File: src/rtl/post_spike_tx.sv
// Time-multiplexed LIF sweep engine for the output neurons: integrates, leaks,
// inhibits and fires one neuron per cycle, streaming indexed spike beats to the post buffer.
module post_spike_tx #(
  parameter int          N_NRN      = 18,
  parameter logic [15:0] THRESH     = 16'd4096,
  parameter int          LEAK_SHIFT = 4,
  parameter logic [2:0]  REFRAC     = 3'd2,
  parameter logic [15:0] INHBT_W    = 16'd64
) (
  input  logic                  clk,
  input  logic                  reset,
  input  logic                  i_start,
  input  logic                  i_cnt_clr,
  input  logic                  i_s_init,
  input  logic [16*N_NRN-1:0]   i_cur,
  input  logic [4:0]            i_inhbt,
  output logic                  o_valid,
  output logic                  o_spike,
  output logic [4:0]            o_neuron_idx,
  output logic                  o_s_init,
  output logic                  o_cnt_clr,
  output logic                  o_busy,
  output logic                  o_done
);

  typedef enum logic [1:0] {IDLE, SWEEP, INIT, DONE} state_t;

  localparam logic [4:0] LAST_IDX = 5'(N_NRN - 1);

  state_t state, state_nxt;

  logic [4:0]          idx;
  logic [16*N_NRN-1:0] cur_q;
  logic [4:0]          inhbt_q;
  logic [15:0]         vmem   [N_NRN];
  logic [2:0]          refrac [N_NRN];

  logic        last;
  logic        accept_start;
  logic [15:0] vm;
  logic [15:0] leak;
  logic [15:0] cur_k;
  logic [2:0]  refrac_k;
  logic [19:0] inhbt_term;
  logic signed [19:0] s_raw;
  logic [15:0] s_clamp;
  logic        fire;
  logic [15:0] vmem_nxt;
  logic [2:0]  refrac_nxt;

  assign last         = (idx == LAST_IDX);
  assign accept_start = (state == IDLE) && !i_s_init && i_start;

  always_ff @(posedge clk) begin
    if (reset) state <= IDLE;
    else       state <= state_nxt;
  end

  // i_s_init outranks a same-cycle i_start; both are ignored once busy.
  always_comb begin
    state_nxt = state;
    case (state)
      IDLE: begin
        if (i_s_init)     state_nxt = INIT;
        else if (i_start) state_nxt = SWEEP;
      end
      SWEEP:   if (last) state_nxt = DONE;
      INIT:    if (last) state_nxt = DONE;
      DONE:    state_nxt = IDLE;
      default: state_nxt = IDLE;
    endcase
  end

  always_ff @(posedge clk) begin
    if (reset) begin
      idx <= '0;
    end else if (state == SWEEP || state == INIT) begin
      idx <= last ? 5'd0 : idx + 5'd1;
    end else begin
      idx <= '0;
    end
  end

  always_ff @(posedge clk) begin
    if (reset) begin
      cur_q   <= '0;
      inhbt_q <= '0;
    end else if (accept_start) begin
      cur_q   <= i_cur;
      inhbt_q <= i_inhbt;
    end
  end

  // Membrane update for neuron idx; 20-bit signed covers both clamp directions.
  always_comb begin
    vm         = vmem[idx];
    refrac_k   = refrac[idx];
    leak       = vm >> LEAK_SHIFT;
    cur_k      = cur_q[16*idx +: 16];
    inhbt_term = {15'd0, inhbt_q} * {4'd0, INHBT_W};
    s_raw      = $signed({4'd0, vm}) - $signed({4'd0, leak})
               + $signed({4'd0, cur_k}) - $signed(inhbt_term);
    if (s_raw[19])                s_clamp = 16'd0;
    else if (s_raw > 20'sd65535)  s_clamp = 16'hFFFF;
    else                          s_clamp = s_raw[15:0];

    fire       = 1'b0;
    vmem_nxt   = s_clamp;
    refrac_nxt = refrac_k;
    if (refrac_k != 3'd0) begin
      vmem_nxt   = 16'd0;
      refrac_nxt = refrac_k - 3'd1;
    end else if (s_clamp >= THRESH) begin
      fire       = 1'b1;
      vmem_nxt   = 16'd0;
      refrac_nxt = REFRAC;
    end
  end

  always_ff @(posedge clk) begin
    if (reset) begin
      for (int k = 0; k < N_NRN; k++) begin
        vmem[k]   <= '0;
        refrac[k] <= '0;
      end
    end else if (state == SWEEP) begin
      vmem[idx]   <= vmem_nxt;
      refrac[idx] <= refrac_nxt;
    end else if (state == INIT) begin
      vmem[idx]   <= '0;
      refrac[idx] <= '0;
    end
  end

  // Beats lag processing by one cycle; busy tracks the registered state ahead.
  always_ff @(posedge clk) begin
    if (reset) begin
      o_valid      <= 1'b0;
      o_spike      <= 1'b0;
      o_neuron_idx <= '0;
      o_s_init     <= 1'b0;
      o_cnt_clr    <= 1'b0;
      o_busy       <= 1'b0;
      o_done       <= 1'b0;
    end else begin
      o_valid      <= (state == SWEEP);
      o_spike      <= (state == SWEEP) && fire;
      o_neuron_idx <= (state == SWEEP || state == INIT) ? idx : 5'd0;
      o_s_init     <= (state == INIT);
      o_cnt_clr    <= accept_start && i_cnt_clr;
      o_busy       <= (state_nxt != IDLE);
      o_done       <= (state == DONE);
    end
  end

endmodule

File: config.mk
export PLATFORM = sky130hd
export DESIGN_NAME = post_spike_tx
export DESIGN_NICKNAME = d
export VERILOG_FILES = /design/src/rtl/post_spike_tx.sv
export SDC_FILE = /design/constraint.sdc
export NUM_CORES = 2
export LEC_CHECK = 0
export BUFFER_PORTS_ARGS = -buffer_cell sky130_fd_sc_hd__buf_4
export CORE_UTILIZATION = 50
export DETAILED_ROUTE_END_ITERATION = 8
export PLACE_DENSITY = 0.77
export SYNTH_ARGS = -nofsm -noshare
export SYNTH_HDL_FRONTEND = slang
export SYNTH_SLANG_ARGS = --single-unit
File: constraint.sdc
create_clock -name clk -period 19.5 [get_ports clk]
set_input_delay 2.925 -clock clk [delete_from_list [all_inputs] [get_ports clk]]
set_output_delay 2.925 -clock clk [all_outputs]
set_load 0.1 [all_outputs]
======== Word level (Yosys, flattened, before mapping) ========
Memory sizes are Yosys's and may differ from the RTL's. A register that Yosys moved wholly into a read port is not among the register bits.
Cells that the tools add are included.
word-level totals
  memory bits (read-only) ................. 0
  memory bits (writable) .................. 342
  bits in registers ....................... 311
  memories kept ........................... 2
  latch bits .............................. 0
memory list
  name    words  bits a word  read ports  clocked after Yosys merged registers in  wr ports  RTL line  RTL
  vmem    18     16           1           1                                        18        35        logic [15:0] vmem [N_NRN];
  refrac  18     3            1           1                                        18        36        logic [2:0] refrac [N_NRN];
operators by class
  divide/modulo/power cells ............... 0
  order comparisons ....................... 2
  reductions and logical operators ........ 14
  shift operators ......................... 1
  equality and inequality tests ........... 4
  muxes and demuxes ....................... 31
  bitwise logic cells ..................... 3
  add/subtract/negate cells ............... 5
  multipliers ............................. 0
operators with widths
  operator                                                                                count
  288-bit by 10-bit indexed part select with 16-bit output                                1
  16-bit two-way mux                                                                      6
  5-bit two-way mux                                                                       4
  19-bit by 17-bit greater-than comparator with 1-bit output (second input constant)      1
  18-bit by 12-bit subtractor with 19-bit output                                          1
  17-bit by 17-bit adder with 18-bit output                                               1
  16-bit by 12-bit subtractor with 17-bit output                                          1
  16-bit by 13-bit greater-or-equal comparator with 1-bit output (second input constant)  1
  16-bit OR reduction                                                                     1
  1-bit two-way mux                                                                       13
  3-bit two-way mux                                                                       4
  2-bit two-way mux                                                                       3
  2-bit case mux with 3 select lines                                                      1
  3-bit OR reduction                                                                      2
  5-bit by 1-bit adder with 5-bit output (second input constant)                          1
  5-bit == test (second input constant)                                                   1
  2-bit == test (second input constant)                                                   2
  1-bit logical AND                                                                       4
  2-bit OR reduction                                                                      2
  3-bit nonzero test                                                                      1
  3-bit by 1-bit subtractor with 3-bit output (second input constant)                     1
  2-bit by 1-bit == test with 1-bit output (second input constant)                        1
  2-bit zero test                                                                         1
  1-bit OR                                                                                2
  other kinds (4)                                                                         4

======== Longest topological paths before layout ========
  depth after elaboration ................. 11
  mapped depth ............................ 35

======== Worst setup path before layout ========
OpenSTA, ideal clock, no wires.
  path type ............................... register -> register
  start point ............................. register idx[0]
  end point ............................... memory refrac[17][0], data pin
  library setup time ...................... 0.303 ns
  arrival time ............................ 7.832 ns
  data required time ...................... 19.197 ns
  buffers on the path ..................... 6
  cell stages (with the launch flop) ...... 33
  period minus slack after synthesis ...... 8.136 ns
  setup slack ............................. 11.364 ns
  path through ............................ dfxtp_1 > buf_2 > buf_4 > buf_4 > buf_1 > buf_2 > mux4_2 > mux4_2 > mux2i_1 > ha_1 > inv_1 > fa_1 > a21o_1 > a21oi_1 > nor2b_1 > o21ai_0 > a21boi_0 > nor4_1 > o31a_1 > xor2_1 > fa_1 > inv_1 > ha_1 > and3_1 > a221oi_4 > o21bai_2 > a22o_1 > a31o_2 > a221oi_2 > o22ai_2 > a21oi_2 > buf_4 > nor2_1
RTL lines
  item                    RTL line  RTL
  from (decl)             32        logic [4:0] idx;
  from (signal assigned)  78        idx <= last ? 5'd0 : idx + 5'd1;
  to (decl)               36

==> impl_metrics.json <==
{
  "holdWs_ns": 0.450,
  "fmax_mhz": 97.3,
  "postCtsHoldBufs": 0,
  "power_frac_comb_pct": 34.5,
  "setup.worst_path.end_class": "flop",
  "synth_area_per_cell_sq_um": 13.1,
  "intPower_uw": 4010,
  "r2r_end": "vmem[26][2]",
  "yosysMostFrequentCell": "nand2_1",
  "ir_drop_mv": 0.155,
  "syn_area_sq_mm": 0.0398,
  "ant_nets": 0,
  "rows": 103,
  "fillers": 6020,
  "skew_ns": 0.0349,
  "fin_tns_setup_ns": 0,
  "cts_setup_buffers": 0,
  "synthArstFlopShare_pct": 0,
  "rsz0062_at_grt": "no",
  "die_area_sq_mm": 0.0807,
  "cp_data_arrival_time_ns": 10.70,
  "p_leak_uw": 0.0159,
  "synth_area_leaders": "edfxtp_1 46%, dfxtp_1 16%, mux4_2 15%",
  "setup_viol": 0,
  "synthCells": 3041,
  "synth_cell_type_count": 67,
  "synth_top_area_share_pct": 45.9,
  "start_util_pct": 50.4,
  "dr_total_vias": 26167,
  "cts_buffers": 92,
  "clk_latency_ns": 0.67,
  "worstPathMaxFanout": 104,
  "clockPowerShare_pct": 28.6,
  "ys.flop_type": "edfxtp_1",
  "die_h_microns": 284,
  "drt-pass1-iter-count": 5,
  "grt.total_usage_pct": 26.6,
  "min_from": "cur_q[253]",
  "cts.clk_slew.worst_paths_ns": 0.06,
  "drive_above_1_share_pct": 25.7,
  "synth_area_leader_cell": "edfxtp_1",
  "grt_max_degree": 230,
  "worstRegToRegCells": 29,
  "r2r-start": "idx[0]",
  "crit_slowest_cell": "dfxtp_4",
  "drt_iter0_markers": 3199,
  "cts_tree": "done",
  "slowest_delay_ns": 0.96,
  "stdcell_area_sq_mm": 0.0464,
  "outcome": "finished clean",
  "max-clock-path-buffers": 3,
  "gp_congestion": 0.890,
  "fin_crit_sh_pct": 52.7,
  "crit_top_cell": "inv_1",
  "finalHoldViolCount": 0,
  "maxCapViolations": 0,
  "synth_edf_count": 608,
  "wl_per_cell_microns": 23.7,
  "htreeDepth": 3,
  "ios": 309,
  "antenna_found_initial": 16,
  "pwr_density_cell_mw_per_mm2": 132,
  "r2r_slack_ns": 9.22,
  "power_frac_seq_pct": 36.9,
  "viasPerCell": 5.76,
  "worstPathRequired_ns": 19.92,
  "core_sq_mm": 0.0789,
  "worst_slew_pin_slew_ns": 1.23,
  "grt-ovfl-total": 0,
  "yosys_warnings": 0,
  "synth_common_cells": "648 x nand2_1, 608 x edfxtp_1, 326 x a21oi_1",
  "synth_seq_area_share_pct": 61.6,
  "netSwitchingPower_uw": 2130,
  "total_power_uw": 6140,
  "ys_seq_elements": 919,
  "slew_headroom_pct": 18.2,
  "holdPathEnd": "cur_q[253]",
  "grt_first_pass_wirelength_microns": 160000,
  "numClockSinks": 919,
  "min_path_type": "flop to flop",
  "area_growth_pct": 16.7,
  "critical_path_class": "flop to flop",
  "wl_microns": 107000,
  "die_x_microns": 284,
  "portBuffers": 308,
  "post_dp_cell_area_sq_mm": 0.0434,
  "startpoint_type": "flop",
  "clock_tree.root_cell": "clkbuf_16",
  "final_core_util_pct": 58.9,
  "hold_path_depth": 2,
  "min_period_ns": 10.28,
  "grt_pass1_vias": 25827,
  "nets": 3752,
  "maxSlewViolCount": 0,
  "hpwl_microns": 67000,
  "drc_errors": 0,
  "swShare_pct": 34.6,
  "cts_resized": 0
}
-- layout make-up --
class	instances	area, sq um	share of cell area (%)
clock buffers	120	2520	5.42
clock inverters	50	473	1.02
multi-input cells	1961	14600	31.5
diodes	14	35.0	0.0755
well taps	1050	1310	2.83
inverters	73	274	0.590
repair buffers	352	2680	5.76
flip-flops and latches	919	24500	52.8
-- metal layers --
layer  GRT usage, %  share of wire [%]
met1           34.4                 37
met2           42.6                 48
met3           6.02                 10
met4           12.6                4.7
met5              0              0.018
-- layout by cell type, fill, tap and decap left out, types with 7 or more instances in the layout --
cell type,netlist,routed
a21o_1,10,10
a21oi_1,326,326
and2_1,15,15
buf_4,5,349
clkbuf_1,141,17
clkbuf_16,0,92
clkbuf_8,0,11
clkinv_1,1,12
clkinv_2,0,21
conb_1,1,128
dfxtp_1,311,307
diode_2,0,14
edfxtp_1,608,608
ha_1,49,49
inv_1,72,72
mux2i_1,30,30
mux4_2,264,264
nand2_1,648,647
nand2_8,10,10
nand2b_1,24,24
nand3_1,8,8
nor2_1,202,188
nor2_2,84,84
nor2_4,0,14
nor3_1,35,35
o21a_1,7,7
o21ai_0,12,12
or2_2,7,7
xnor2_1,19,19
xor2_1,7,7
-- stage by stage --
step | std cells | setup slack, ns
after CTS | 4525 | 9.11
after floorplan | 3168 | 11.36
after global routing | 4539 | 8.37
after global placement | 4355 | 9.23
final | 4539 | 9.22
after detailed placement | 4355 | 9.15
-- state kept, by name, summed over array words and instances (netlist names), 2 cells and up --
signal / flops
vmem: 512
cur_q: 288
refrac: 96
idx: 5
inhbt_q: 5
o_neuron_idx: 5
state: 2
-- worst max-delay path: cells and delay by family, from the launching register on --
family | cells | cell delay [ns]
flops | 1 | 0.96
fa+ha+maj | 4 | 1.35
xor+xnor | 1 | 0.19
simple gates | 6 | 1.71
mux | 3 | 1.29
buf+inv | 6 | 2.71
compound gates | 9 | 1.73
-- power by group through the flow --
| stage | combinational, uW | clock, uW | sequential [uW] |
|---|---|---|---|
| 6_report | 2120 | 1760 | 2270 |
| 3_5_place_dp | 2080 | 0 | 2310 |
| 5_1_grt | 2300 | 1850 | 2280 |
| 4_1_cts | 2100 | 1770 | 2270 |
| 2_1_floorplan | 1620 | 0 | 2270 |
| 3_3_place_gp | 2070 | 0 | 2300 |
-- worst max path at each step --
| stage | startpoint | to | slack [ns] | depth (start not counted) |
|---|---|---|---|---|
| after global placement | idx[0] | vmem[30][2] | 9.23 | 29 |
| after floorplan | idx[0] | refrac[17][0] | 11.36 | 32 |
| after global routing | idx[0] | vmem[27][2] | 8.37 | 29 |
| after CTS | idx[0] | vmem[19][2] | 9.11 | 29 |
| final | idx[0] | vmem[26][2] | 9.22 | 29 |
| after detailed placement | idx[0] | vmem[26][2] | 9.15 | 29 |
-- kinds of logic after synthesis --
logic type	share of synthesized area (%)
mux	15.7
simple gates	11.6
compound gates	5.53
other cells	0.00943
flops	61.6
fa+ha+maj	1.84
xor+xnor	0.572
buf+inv	3.15
No activity file was read; power rests on OpenSTA's default activity.
